### src/rtl/serial_word_receiver.sv
`default_nettype none
// ============================================================================
// Module      : serial_word_receiver
// Description : Serial-to-parallel receiver. Assembles sync-framed, MSB-first
//               strobed serial bits into bit_size-bit words and presents each
//               completed word on a held output with a valid/ready handshake.
//               Reports dropped words (sticky overrun) and aborted words
//               (one-cycle frame_err pulse).
// Revision    : 1.0 - initial release
// ============================================================================
module serial_word_receiver #(
  parameter int bit_size = 8
) (
  input  logic                clk,
  input  logic                rst,
  input  logic                sin,
  input  logic                sin_en,
  input  logic                sync,
  input  logic                dout_ready,
  input  logic                ovr_clr,
  output logic [bit_size-1:0] dout,
  output logic                dout_valid,
  output logic                overrun,
  output logic                frame_err,
  output logic                busy
);

  localparam int              c_cnt_w = $clog2(bit_size + 1);
  localparam logic [0:0]      c_idle  = 1'b0;
  localparam logic [0:0]      c_recv  = 1'b1;
  localparam logic [c_cnt_w-1:0] c_one  = c_cnt_w'(1);
  localparam logic [c_cnt_w-1:0] c_last = c_cnt_w'(bit_size - 1);

  logic [0:0]          state_q, state_d;
  // Only the bit_size-1 most recent bits are stored; the incoming bit is
  // appended combinationally, so the completed word is available on the
  // completing edge without an extra cycle.
  logic [bit_size-2:0] shreg_q, shreg_d;
  logic [c_cnt_w-1:0]  cnt_q, cnt_d;
  logic [bit_size-1:0] dout_q, dout_d;
  logic                dout_valid_q, dout_valid_d;
  logic                overrun_q, overrun_d;
  logic                frame_err_q, frame_err_d;

  logic [bit_size-1:0] w_word;
  logic                w_last;
  logic                w_word_done;

  assign w_word      = {shreg_q, sin};
  assign w_last      = (cnt_q == c_last);
  assign w_word_done = (state_q == c_recv) && sin_en && !sync && w_last;

  // State and datapath registers, cleared asynchronously.
  always_ff @(posedge clk or posedge rst) begin
    if (rst) begin
      state_q      <= c_idle;
      shreg_q      <= '0;
      cnt_q        <= '0;
      dout_q       <= '0;
      dout_valid_q <= 1'b0;
      overrun_q    <= 1'b0;
      frame_err_q  <= 1'b0;
    end else begin
      state_q      <= state_d;
      shreg_q      <= shreg_d;
      cnt_q        <= cnt_d;
      dout_q       <= dout_d;
      dout_valid_q <= dout_valid_d;
      overrun_q    <= overrun_d;
      frame_err_q  <= frame_err_d;
    end
  end

  // Next-state: a sync-qualified bit starts a word; the last bit ends it.
  always_comb begin
    state_d = state_q;
    case (state_q)
      c_idle:  if (sin_en && sync) state_d = c_recv;
      c_recv:  if (w_word_done)    state_d = c_idle;
      default: state_d = c_idle;
    endcase
  end

  // Shifting, bit counting, output buffer, handshake and error flags.
  always_comb begin
    shreg_d      = shreg_q;
    cnt_d        = cnt_q;
    dout_d       = dout_q;
    dout_valid_d = dout_valid_q;
    overrun_d    = overrun_q;
    frame_err_d  = 1'b0;

    case (state_q)
      c_idle: begin
        if (sin_en && sync) begin
          shreg_d = w_word[bit_size-2:0];
          cnt_d   = c_one;
        end
      end
      c_recv: begin
        if (sin_en) begin
          shreg_d = w_word[bit_size-2:0];
          if (sync) begin
            // Early sync: abandon the partial word and restart on this bit.
            cnt_d       = c_one;
            frame_err_d = 1'b1;
          end else if (w_last) begin
            cnt_d = '0;
          end else begin
            cnt_d = cnt_q + c_one;
          end
        end
      end
      default: ;
    endcase

    // Clear first so that a simultaneous set takes priority.
    if (ovr_clr) overrun_d = 1'b0;

    if (w_word_done) begin
      if (!dout_valid_q || dout_ready) begin
        dout_d       = w_word;
        dout_valid_d = 1'b1;
      end else begin
        overrun_d = 1'b1;
      end
    end else if (dout_valid_q && dout_ready) begin
      dout_valid_d = 1'b0;
    end
  end

  assign dout       = dout_q;
  assign dout_valid = dout_valid_q;
  assign overrun    = overrun_q;
  assign frame_err  = frame_err_q;
  assign busy       = (state_q == c_recv);

endmodule
`default_nettype wire

### config.mk
export PLATFORM = sky130hd
export DESIGN_NAME = serial_word_receiver
export DESIGN_NICKNAME = d
export VERILOG_FILES = /design/src/rtl/serial_word_receiver.sv
export SDC_FILE = /design/constraint.sdc
export NUM_CORES = 1
export LEC_CHECK = 0
export BUFFER_PORTS_ARGS = -buffer_cell sky130_fd_sc_hd__buf_2
export CAP_MARGIN = 40
export CORE_ASPECT_RATIO = 0.8
export CORE_MARGIN = 3
export CORE_UTILIZATION = 56
export CTS_BUF_LIST = sky130_fd_sc_hd__clkbuf_8
export CTS_CLUSTER_DIAMETER = 80
export CTS_CLUSTER_SIZE = 25
export DETAILED_ROUTE_END_ITERATION = 16
export PLACE_DENSITY = 0.87
export SLEW_MARGIN = 15
export SYNTH_ARGS = -nofsm -noshare
export SYNTH_HDL_FRONTEND = slang
export SYNTH_SLANG_ARGS = --single-unit
export TNS_END_PERCENT = 1
### constraint.sdc
create_clock -name clk -period 2 [get_ports clk]
set_input_delay 0.2 -clock clk [delete_from_list [all_inputs] [get_ports clk]]
set_output_delay 0.2 -clock clk [all_outputs]
set_load 0.03 [all_outputs]
Word-level counts from Yosys, hierarchy flattened:

Index checks and enable logic that the tools add are counted.

* output and inout bits: 12
* input port bits: 7
* bits in registers: 23

* $add $sub $neg: 1
* equal/unequal tests: 4
* multiplexer cells: 20
* bitwise gates (word level): 1
* reduce and logical (&&, ||, !) cells: 12

Operators by type and width (number)
* 4-bit 2-to-1 mux: 4
* 7-bit 2-to-1 mux: 2
* 7-bit case mux with 2 select lines: 1
* 1-bit 2-to-1 mux: 11
* 4-bit case mux with 2 select lines: 1
* 2-bit AND reduction: 3
* 1-bit logical AND: 5
* 4-bit by 1-bit adder with 4-bit output (second input constant): 1
* 4-bit by 3-bit == test with 1-bit output (second input constant): 1
* 2-bit != test (second input constant): 2
* 1-bit zero test: 2
* 2-bit by 1-bit != test with 1-bit output (second input constant): 1
* 1-bit case mux with 2 select lines: 1
* 2-bit nonzero test: 1
* 1-bit logical OR: 1
* 1-bit inverter: 1

Logic depth before layout (Yosys ltp):

* depth in word-level cells: 5
* mapped depth: 5
* mapped depth without buffers: 4

Least setup slack after synthesis:

Ideal clock, no wire load.

* path type: flip-flop to flip-flop
* start point: reg state_q, in the netlist busy
* end point: reg dout_q[0], in the netlist dout[0]
* period minus slack after synthesis: 1621 ps
* stages on the path, launching flop included: 5
* buffers on the path: 1
* setup time: 125 ps
* data required time: 1875 ps
* data arrival time: 1496 ps
* setup slack: 379 ps
* cells stage by stage: dfrtp_1 > and4b_1 > and4b_1 > buf_6 > mux2_4

* longest elaborated chain between the ends: 4

Ends and longest elaborated chain
* start, declared: RTL line 34 `logic [0:0] state_q, state_d;`
* start signal, assigned: RTL line 56 `state_q <= c_idle;`
* start signal, assigned: RTL line 64 `state_q <= state_d;`
* 1-bit logical AND (3 in series): RTL line 51 `assign w_word_done = (state_q == c_recv) && sin_en && !sync && w_last;`
* 2-bit AND reduction (no line)
* end signal, assigned: RTL line 67 `dout_q <= dout_d;`
* end, declared: RTL line 40 `logic [bit_size-1:0] dout_q, dout_d;`

Every way passes these cells.
A chain may end at the register's enable or synchronous reset.

Worst setup path in the final report:

* start point: reg cnt_q[0]
* end point: reg dout_q[2], in the netlist dout[2]

* longest elaborated chain between the ends: 3

Ends and longest elaborated chain
* start, declared: RTL line 39 `logic [c_cnt_w-1:0] cnt_q, cnt_d;`
* start signal, assigned: RTL line 66 `cnt_q <= cnt_d;`
* 4-bit by 3-bit == test with 1-bit output: RTL line 50 `assign w_last = (cnt_q == c_last);`
* 1-bit logical AND: RTL line 51
* 2-bit AND reduction (no line)

Every way passes these cells.

==> impl_metrics.json <==
{
  "post-route-util_pct": 76.8,
  "ioPinCount": 19,
  "synth_top_cell_area_share_pct": 58.0,
  "drt_pre_antenna_iters": 4,
  "hp-class": "input port to flip-flop",
  "grt_first_pass_wirelength_mm": 2.77,
  "syn_area_per_cell_um2": 14.6,
  "dp_hpwl_mm": 1.21,
  "diodes": 0,
  "setup_tns_ps": 0,
  "die_x_um": 53.1,
  "crit_family": "simple AND/OR/NAND/NOR gates",
  "peakVddDrop_mv": 0.756,
  "routed_wl_mm": 1.68,
  "cts_hold_buf": 0,
  "max_slew_margin_pct": 70.8,
  "drtIter0Drc": 7,
  "slowest_stage": "dfrtp_1",
  "tightestPinTransition_ps": 438,
  "drc": 0,
  "maxSlewViolCount": 0,
  "endpoint_kind": "flip-flop",
  "arrival_ps": 1810,
  "multi_input_area_um2": 375,
  "antenna_found_initial": 0,
  "timing.rr.start": "cnt_q[0]",
  "clock_latency_ps": 260,
  "synth_area_um2": 992,
  "required_ps": 2140,
  "cts_resized": 0,
  "cts.path.max_buffers": 2,
  "path_buf_inv": 1,
  "maxCapViolations": 0,
  "place_congestion": 0.767,
  "start_kind": "flip-flop",
  "worstSetupPathType": "flip-flop to flip-flop",
  "fp.dieArea_um2": 2320,
  "setup_viol": 0,
  "post_drt_wl_per_cell_um": 15.1,
  "grt_max_degree": 24,
  "r2r_slack_ps": 330,
  "path_cells": "ha_1 > and4b_1 > and4b_1 > buf_4 > mux2_4",
  "fmax_mhz": 598,
  "grt_setup_unrepaired": "false",
  "timing.final.ws_setup_ps": 327,
  "clockRootBuffer": "clkbuf_8",
  "crit_start": "cnt_q[0]",
  "final_common_cell": "dfrtp_1",
  "finalHoldViolations": 0,
  "num_rows": 12,
  "synth_area_leaders": "dfrtp_1 58%, mux2_4 12%, mux2_2 7.9%",
  "cts_buffers": 3,
  "layout_min_cycle_time_ps": 1670,
  "cts.reportedPaths.clkPinSlew_ps": 70,
  "period_share_pct": 83.6,
  "synth-seq-area-share_pct": 58.0,
  "synth_cell_types": 22,
  "netlist_instances": 68,
  "cts_num_sinks": 23,
  "track_usage_pct": 17.2,
  "r2r_end": "dout[2]",
  "crit_cells": 5,
  "post_cts_buffers": 0,
  "path_max_fanout": 8,
  "place_ws_ps": 337,
  "p_per_area_nw_per_um2": 1210,
  "synth_top_area_cell": "dfrtp_1",
  "io_buffer_count": 18,
  "vias_per_cell": 5.58,
  "status": "completed",
  "num-nets-final": 99,
  "final_cell_mix": "23 x dfrtp_1, 18 x buf_2, 8 x mux2_4",
  "ant_nets": 0,
  "die_h_um": 43.7,
  "cts_tree": "built",
  "finClkSkew_ps": 5.51,
  "p_leak_nw": 0.587,
  "core_area_um2": 1520,
  "ys_ff_latch": 23,
  "yosysWarnings": 0,
  "num_vias": 619,
  "grt_pass1_vias": 559,
  "max_stage_delay_ps": 390,
  "reg2regPathDepth": 5,
  "start_util_pct": 65.4,
  "area_growth_pct": 17.4,
  "nFillCells": 92,
  "drive_gt1_share_pct": 44.4,
  "seqCellArea_um2": 576,
  "critPathMostFrequentCell": "and4b_1",
  "crit_end": "dout[2]",
  "h-tree-depth": 1,
  "synth.net_count": 76,
  "gr-total-overflow": 0
}
## where the power goes
group / total (W) / leakage [nW] / switching, W / internal [W]
sequential: 0.000706 / 0.290 / 0.000104 / 0.000602
combinational: 0.000436 / 0.270 / 0.000227 / 0.000209
clock: 0.000269 / 0.0269 / 0.000132 / 0.000137
## synthesized netlist by cell type
master / n
and4b_1: 2
o21ai_0: 2
buf_6: 3
a221o_1: 1
mux2_2: 7
ha_1: 1
and3_1: 1
inv_1: 2
o21ai_2: 1
nand3b_1: 1
dfrtp_1: 23
and3b_1: 1
and4_1: 1
a22o_1: 2
mux2_4: 8
nand2b_1: 2
nor3_1: 1
o22ai_1: 1
nor4b_1: 1
o22a_2: 1
nand2_1: 5
a21oi_1: 1
## through the flow
stage | instances | cell area, µm² | hold WS (ps) | power, W
2_1_floorplan | 68 | 992 | 202 | 0.00102
3_3_place_gp | 105 | 1080 | 388 | 0.00112
3_5_place_dp | 105 | 1080 | 407 | 0.00115
4_1_cts | 109 | 1130 | 121 | 0.00142
5_1_grt | 111 | 1160 | 130 | 0.00150
6_report | 111 | 1160 | 133 | 0.00141
## cell type report
class	count	area share, %
Clock buffer	3	3.54
Clock inverter	1	0.322
Inverter	2	0.644
Multi-Input combinational cell	40	32.2
Sequential cell	23	49.4
Tap cell	21	2.26
Timing Repair Buffer	21	11.6
## worst min path at each step
| stage | endpoint | depth (start not counted) | slack, ps | from |
|---|---|---|---|---|
| final | overrun | 2 | 130 | ovr_clr |
| after CTS | dout[5] | 2 | 120 | rst |
| after global placement | overrun | 2 | 390 | rst |
| after global routing | overrun | 2 | 130 | ovr_clr |
| after floorplan | busy | 1 | 200 | rst |
| after detailed placement | dout[5] | 2 | 410 | rst |
## metal layers
| layer | global-route usage, % | part of all wire (%) |
|---|---|---|
| met1 | 24.5 | 45 |
| met2 | 25.0 | 49 |
| met3 | 7.22 | 6.0 |
| met4 | 3.06 | 0 |
| met5 | 0 | 0 |
## registers in the layout (all words and copies together) (netlist names)
register and count:
dout 8, shreg_q 7, cnt_q 4, busy 1
dout_valid 1, frame_err 1, overrun 1
## cell families after synthesis
family | count (synthesis) | synth area share (%)
flops | 23 | 58.0
mux | 15 | 20.1
simple gates | 15 | 9.71
compound gates | 9 | 6.81
buf+inv | 5 | 4.16
fa+ha+maj | 1 | 1.26
No activity file was read; power rests on OpenSTA's default activity.
